**src/rtl/fifo_pkg.sv**
```systemverilog
// Shared FIFO types: status flag bundle and pointer-width helper, common to the
// single-clock and dual-clock FIFOs.
package fifo_pkg;

  typedef struct packed {
    logic full;
    logic empty;
    logic almost_full;
    logic almost_empty;
    logic overflow;
    logic underflow;
  } fifo_status;

  // Smallest w with 2**w >= depth.
  function automatic int ptr_width(input int depth);
    int w;
    w = 0;
    for (int i = 0; i < 31; i++) begin
      if ((1 << i) < depth) w = i + 1;
    end
    return w;
  endfunction

endpackage

```
**src/rtl/fifo_mem.sv**
```systemverilog
// FIFO storage: DEPTH x DATA_WIDTH array, one synchronous write port and one
// asynchronous read port. Contents are never reset.
module fifo_mem
  import fifo_pkg::*;
#(
  parameter int DATA_WIDTH = 8,
  parameter int DEPTH      = 16,
  parameter int ADDR_WIDTH = ptr_width(DEPTH)
) (
  input  logic                  clk,
  input  logic                  we,
  input  logic [ADDR_WIDTH-1:0] waddr,
  input  logic [DATA_WIDTH-1:0] wdata,
  input  logic [ADDR_WIDTH-1:0] raddr,
  output logic [DATA_WIDTH-1:0] rdata
);

  logic [DATA_WIDTH-1:0] mem [DEPTH];

  always_ff @(posedge clk) begin
    if (we) mem[waddr] <= wdata;
  end

  assign rdata = mem[raddr];

endmodule

```
**src/rtl/sync_fifo_prog.sv**
```systemverilog
// Single-clock FIFO with occupancy count, programmable almost flags and
// overflow/underflow pulses. Define FIFO_FWFT_EN for first-word-fall-through reads.
module sync_fifo_prog
  import fifo_pkg::*;
#(
  parameter int DATA_WIDTH = 8,
  parameter int DEPTH      = 16,
  parameter int PTR_WIDTH  = ptr_width(DEPTH),
  parameter int AF_THRESH  = DEPTH - 2,
  parameter int AE_THRESH  = 2
) (
  input  logic                  clk,
  input  logic                  rst,
  input  logic                  wt_en,
  input  logic [DATA_WIDTH-1:0] wdata,
  input  logic                  rd_en,
  output logic [DATA_WIDTH-1:0] rdata,
  output logic                  full,
  output logic                  empty,
  output logic                  almost_full,
  output logic                  almost_empty,
  output logic [PTR_WIDTH:0]    count,
  output logic                  overflow,
  output logic                  underflow
);

  if ((DEPTH < 2) || ((DEPTH & (DEPTH - 1)) != 0)) begin : g_bad_depth
    $error("sync_fifo_prog: DEPTH must be a power of 2 and >= 2");
  end
  if (AF_THRESH > DEPTH) begin : g_bad_af
    $error("sync_fifo_prog: AF_THRESH must not exceed DEPTH");
  end
  if (AE_THRESH >= DEPTH) begin : g_bad_ae
    $error("sync_fifo_prog: AE_THRESH must be below DEPTH");
  end

  localparam logic [PTR_WIDTH:0] FULL_LVL = (PTR_WIDTH + 1)'(DEPTH);
  localparam logic [PTR_WIDTH:0] AF_LVL   = (PTR_WIDTH + 1)'(AF_THRESH);
  localparam logic [PTR_WIDTH:0] AE_LVL   = (PTR_WIDTH + 1)'(AE_THRESH);

  logic [PTR_WIDTH-1:0]  wt_pt, rd_pt;
  logic [PTR_WIDTH:0]    cnt_q;
  logic                  overflow_q, underflow_q;
  logic                  wa, ra;
  logic [DATA_WIDTH-1:0] mem_rdata;
  fifo_status            status;

  // Accepts use the registered flags, so a read frees no slot for a same-edge write.
  assign wa = wt_en & ~status.full;
  assign ra = rd_en & ~status.empty;

  fifo_mem #(
    .DATA_WIDTH(DATA_WIDTH),
    .DEPTH     (DEPTH),
    .ADDR_WIDTH(PTR_WIDTH)
  ) u_mem (
    .clk  (clk),
    .we   (wa),
    .waddr(wt_pt),
    .wdata(wdata),
    .raddr(rd_pt),
    .rdata(mem_rdata)
  );

  always_ff @(posedge clk or negedge rst) begin
    if (!rst) begin
      wt_pt       <= '0;
      rd_pt       <= '0;
      cnt_q       <= '0;
      overflow_q  <= 1'b0;
      underflow_q <= 1'b0;
    end else begin
      if (wa) wt_pt <= wt_pt + 1'b1;
      if (ra) rd_pt <= rd_pt + 1'b1;
      if (wa && !ra)      cnt_q <= cnt_q + 1'b1;
      else if (ra && !wa) cnt_q <= cnt_q - 1'b1;
      overflow_q  <= wt_en & status.full;
      underflow_q <= rd_en & status.empty;
    end
  end

`ifdef FIFO_FWFT_EN
  assign rdata = mem_rdata;
`else
  logic [DATA_WIDTH-1:0] rdata_q;

  always_ff @(posedge clk or negedge rst) begin
    if (!rst)    rdata_q <= '0;
    else if (ra) rdata_q <= mem_rdata;
  end

  assign rdata = rdata_q;
`endif

  always_comb begin
    status              = '0;
    status.full         = (cnt_q == FULL_LVL);
    status.empty        = (cnt_q == '0);
    status.almost_full  = (cnt_q >= AF_LVL);
    status.almost_empty = (cnt_q <= AE_LVL);
    status.overflow     = overflow_q;
    status.underflow    = underflow_q;
  end

  assign full         = status.full;
  assign empty        = status.empty;
  assign almost_full  = status.almost_full;
  assign almost_empty = status.almost_empty;
  assign overflow     = status.overflow;
  assign underflow    = status.underflow;
  assign count        = cnt_q;

endmodule

```
**config.mk**
```make
export PLATFORM = sky130hd
export DESIGN_NAME = sync_fifo_prog
export DESIGN_NICKNAME = d
export VERILOG_FILES = /design/src/rtl/fifo_pkg.sv /design/src/rtl/fifo_mem.sv /design/src/rtl/sync_fifo_prog.sv
export SDC_FILE = /design/constraint.sdc
export NUM_CORES = 1
export LEC_CHECK = 0
export CAP_MARGIN = 15
export CORE_ASPECT_RATIO = 1.1
export CORE_UTILIZATION = 53
export CTS_CLUSTER_DIAMETER = 60
export DETAILED_ROUTE_END_ITERATION = 8
export PLACE_DENSITY = 0.71
export SKIP_CTS_REPAIR_TIMING = 1
export SYNTH_ARGS = -nofsm -noshare
export SYNTH_HDL_FRONTEND = slang
export SYNTH_SLANG_ARGS = --single-unit
export TNS_END_PERCENT = 10
```
**constraint.sdc**
```tcl
create_clock -name clk -period 5.3 [get_ports clk]
set_clock_uncertainty 0.15 [all_clocks]
set_input_delay 1.06 -clock clk [delete_from_list [all_inputs] [get_ports clk]]
set_output_delay 1.06 -clock clk [all_outputs]
set_load 0.01 [all_outputs]
```
# == Yosys cells after proc, flatten, opt, wreduce, memory -nomap -nowiden ==
# Memory sizes are Yosys's and may differ from the RTL's. A register that Yosys moved wholly into a read port is not among the register bits.
# Index checks and enable logic that the tools add are counted.
# Widths: inputs -> output; s select.
# classes
add_sub_neg,4
mul,0
div,0
n_lt_le_gt_ge,2
n_eq_ne,1
shifts,0
n_mux,4
bitwise,6
n_reduce_logical,7
# op_table
cell,n
$mux 5,2
$add 4x1->4 const B,2
$add 5x1->5 const B,1
$eq 5x5->1 const B,1
$ge 5x4->1 const B,1
$le 5x2->1 const B,1
$logic_not 5->1,1
$sub 5x1->5 const B,1
$and 1x1->1,4
$logic_not 1->1,3
$logic_and 1x1->1,2
$mux 1,2
$not 1->1,2
$reduce_bool 2->1,1
# totals
register_bits,15
latch_bits,0
mem_bits_rw,128
romBits,0
output_inout_bits,19
wordCells,30
mem_count,1
# memory_table
name,words,word_bits,rd,rd_clocked_by_memory_dff,wr,line_no,text
u_mem.mem,16,8,1,1,1,fifo_mem.sv:18,logic [DATA_WIDTH-1:0] mem [DEPTH];

# == Logic depth before layout (Yosys ltp) ==
# logic_depth
ltp_word,7
ltp_mapped,12
ltp_nobuf,10

# == Cells and area by module ==
# From an unflattened synthesis, not the netlist that was laid out.
# hier_totals
hier_cells,310
area_unflattened_um2,6134.6
# by_module_without_submodules
mod,instances,cells_per_inst,area_each_um2
fifo_mem,1,221,4987.3
sync_fifo_prog,1,89,1147.4

# == Worst setup path before layout ==
# Ideal clock, no wire load.
# synth_path
path_type,input port to flip-flop
from,in rd_en
to,reg cnt_q[4] (netlist: count[4])
setup_ns,0.080
t_arrival_ns,2.796
slack_ns,2.274
cell_stages,11
path_buffers,1
cell_sequence,inv_1 a21oi_2 inv_1 buf_4 ha_1 inv_1 ha_1 a21o_1 a21oi_1 mux2i_1 xnor2_1
# synth_via
elab_chain_cells,4
# synth_rtl
item,line_no,text
start: declaration,sync_fifo_prog.sv:16,"input logic rd_en,"
$and 1x1->1 *,sync_fifo_prog.sv:50,assign ra = rd_en & ~status.empty;
$logic_not 1->1,sync_fifo_prog.sv:75,if (wa && !ra) cnt_q <= cnt_q + 1'b1;
$logic_and 1x1->1,sync_fifo_prog.sv:75,
$mux 5 or $reduce_bool 2->1 (tied branches),--,
end signal: assignment,sync_fifo_prog.sv:75,
end signal: assignment,sync_fifo_prog.sv:76,else if (ra && !wa) cnt_q <= cnt_q - 1'b1;
end: declaration,sync_fifo_prog.sv:42,logic [PTR_WIDTH:0] cnt_q;
# Mark *: on every way between the ends. The rest lies on a longest branch, timed or not.
# A chain may end at the register's enable or synchronous reset.

# == Worst setup path in the final report ==
# layout_path
from,reg cnt_q[0] (netlist: count[0])
to,out empty
# layout_via
elab_chain_cells,1
# layout_rtl
item,line_no,text
$logic_not 5->1,sync_fifo_prog.sv:98,status.empty = (cnt_q == '0);
end: declaration,sync_fifo_prog.sv:19,"output logic empty,"
# No other way between the ends.

==> flow_summary_export.csv <==
group,metric,value,unit
job,cap_violations,0,
timing,slew_headroom,27.0,%
cells_and_area,num_antenna_cells,0,
cells_and_area,mostFrequentLayoutCells,"128 x edfxtp_1, 30 x clkdlybuf4s50_1, 25 x mux4_2",
global_route,overflow,0,
timing,fin_setup_tns,0,ns
run_status,status,"finished clean",
floorplanning,die_y,115,µm
drt,drt-wirelength-per-cell,21.3,µm
clock_tree,insertion_delay,0.42,ns
timing,tightest_slew,1.09,ns
cells_and_area,fin_cells,514,
min_path,whs_path_depth,2,
global_route,grt_pass1_vias,2976,
drt,via_per_inst,5.74,
critical_path,path_class,"flop to output port",
clock_tree,cts_made_buffers,17,
yosys,synth.net_count,336,
cells_and_area,fin_area,0.00711,mm²
timing,fin_crit,3.38,ns
clock_tree,ctsRootBufferMaster,"clkbuf_16",
power,pwr-share-clk,30.4,%
power,swShare,30.1,%
floorplanning,ios,31,
critical_path,crit_path_top_delay_cell,"or4_1",
global_route,grt.total_usage,20.4,%
yosys,yosysWarningCount,0,
power,p_per_area,550,mW/mm²
cells_and_area,fin_util,64.3,%
critical_path,critical_path.cell_chain,"or4_1, nor2_1, clkdlybuf4s50_1",
yosys,synth.distinct_cells,34,
global_route,antenna_found_initial,0,
global_route,grt_max_degree,35,
global_route,grt_pass1_wl,17000,µm
power,pwr-share-comb,28.1,%
yosys,ys_ff_latch,151,
cells_and_area,drive_gt1_share,18.8,%
drt,remaining_drc_errors,0,
drt,detail_route.first_pass.iterations,4,
clock_tree,clk_pin_slew,0.06,ns
timing,clock.fmax,0.296,GHz
yosys,avgSynthCellArea,19.4,µm²
yosys,synthCells,314,
placement,io_buffers,30,
power,seqPwrFrac,41.5,%
critical_path,cp-start-kind,"flop",
clock_tree,cts.sinks,151,
timing,finalSetupViolCount,0,
cells_and_area,layout.nets,376,
min_path,worstHoldPathType,"flop to flop",
floorplanning,die_width,104,µm
drt,postRouteAntennaNets,0,
critical_path,max_stage_delay,0.61,ns
drt,num_vias,2952,
timing,slew_violations,0,
floorplanning,design.die.area,0.0119,mm²
clock_tree,cts_tree,"done",
critical_path,path_max_fanout,7,
drt,routed_wirelength,11000,µm
critical_path,cp-end-kind,"output port",
placement,gp_congestion,0.766,
timing,fin_crit_sh,63.8,%
yosys,synthesis.area,0.00610,mm²
drt,drt_iter0_markers,190,
placement,hpwl,6740,µm
timing,hold_violations,0,
floorplanning,core_area,0.0111,mm²
floorplanning,start_util,55.1,%
clock_tree,clockBufferDepth,2,
timing,rsz0062_at_grt,"no",
critical_path,r2r_cells,10,
power,ir_drop,480,µV
cells_and_area,layout_commonest_cell,"edfxtp_1",
critical_path,required,4.09,ns
power,finalPower,3.91,mW
critical_path,cp.arrival,2.17,ns
floorplanning,rows,40,
placement,dpl.cell_count,481,
power,intPower,2.74,mW
power,p_leak,2.46,nW
yosys,yosysSeqAreaShare,72.5,%
placement,post_dp_cell_area,0.00650,mm²
cells_and_area,nFillCells,726,
power,p_sw,1.18,mW
cells_and_area,syn_to_final_growth,16.6,%
clock_tree,cts-htree-levels,4,
path summary, 6_finish.rpt:
path	end	start	slack (ns)
min in group asynchronous	count[1]$_DFFE_PN0P_	rst	0.81
max in group asynchronous	rdata[6]$_DFFE_PN0P_	rst	3.70
min reg2reg	rdata[4]$_DFFE_PN0P_	rdata[4]$_DFFE_PN0P_	0.34
min	rdata[4]$_DFFE_PN0P_	rdata[4]$_DFFE_PN0P_	0.34
max reg2reg	count[4]$_DFFE_PN0P_	count[0]$_DFFE_PN0P_	2.20
max	empty	count[0]$_DFFE_PN0P_	1.92
kinds of logic (layout without fill, tap and decap cells):
| logic type | Yosys count | count (layout) | share of synthesized area (%) |
|---|---|---|---|
| AOI/OAI and AO/OA | 18 | 18 | 2.22 |
| xor gates and xnor gates | 10 | 10 | 1.44 |
| adders and majority gates | 10 | 10 | 2.17 |
| buffers and inverters | 22 | 75 | 2.40 |
| DFF | 151 | 151 | 72.5 |
| muxes | 51 | 51 | 15.4 |
| and+or+nand+nor | 52 | 52 | 3.92 |
cell usage after synthesis:
library cell    n  area, µm²
a2111oi_0       1       8.76
a21boi_2        1       11.3
a21o_1          2       15.0
a21oi_1         2       10.0
a21oi_2         1       8.76
and3_1          1       6.26
buf_1           3       11.3
buf_12          1       20.0
buf_2           5       25.0
buf_4           2       15.0
buf_6           3       33.8
buf_8           1       15.0
clkbuf_1        1       3.75
dfrtp_1        23        576
edfxtp_1      128       3840
fa_1            1       20.0
ha_1            9        113
inv_1           6       22.5
mux2_2          2       22.5
mux2i_1        17        170
mux4_1          7        184
mux4_2         25        563
nand2_1        22       82.6
nand2b_1        3       18.8
nand3_1         1       5.00
nand4_1         2       12.5
nor2_1         16       60.1
nor3_1          5       25.0
nor4_4          1       21.3
o21ai_0         4       20.0
o221ai_1        7       61.3
or4_1           1       7.51
xnor2_1         9       78.8
xor2_1          1       8.76
critical path: cells and delay by family (launching register included):
kind          cells  cell delay, ns
buf+inv           1            0.54
flops             1            0.49
simple gates      2            0.73
metal layers:
layer  GRT usage, %  vias to the layer above  share of wire, %  routed length (µm)
li1               -                     1334                 -                   -
met1           26.3                     1520                42                4610
met2           33.6                       88                51                5630
met3           5.29                       10               5.2                 573
met4           7.90                        0               1.4                 159
met5              0                        -                 0                   0
area by class of cell:
class                   instances  area [µm²]  share of cell area, %
well taps                     147         184                   2.59
repair buffers                 37         360                   5.07
flip-flops and latches        151        4420                   62.1
multi-input cells             141        1530                   21.6
clock inverters                15         168                   2.36
inverters                       6        22.5                  0.317
clock buffers                  17         425                   5.98
registers in the layout (all words and copies together) (netlist names):
name / count
rdata: 8
underflow: 1
u_mem.mem: 128
overflow: 1
wt_pt: 4
count: 5
rd_pt: 4
power by group through the flow:
stage,sequential (mW),combinational [mW],clock [mW]
after floorplan,1.60,0.831,0
final,1.62,1.10,1.19
after CTS,1.63,1.12,1.20
after detailed placement,1.65,1.11,0
after global placement,1.64,1.09,0
after global routing,1.65,1.19,1.26
metrics by stage:
stage	worst slack [ns]	hold slack, ns
after CTS	1.89	0.345
after global placement	1.67	0.336
after detailed placement	1.60	0.330
after global routing	1.80	0.379
after floorplan	2.27	0.361
final	1.92	0.342
(Power assumes the default switching activity.)
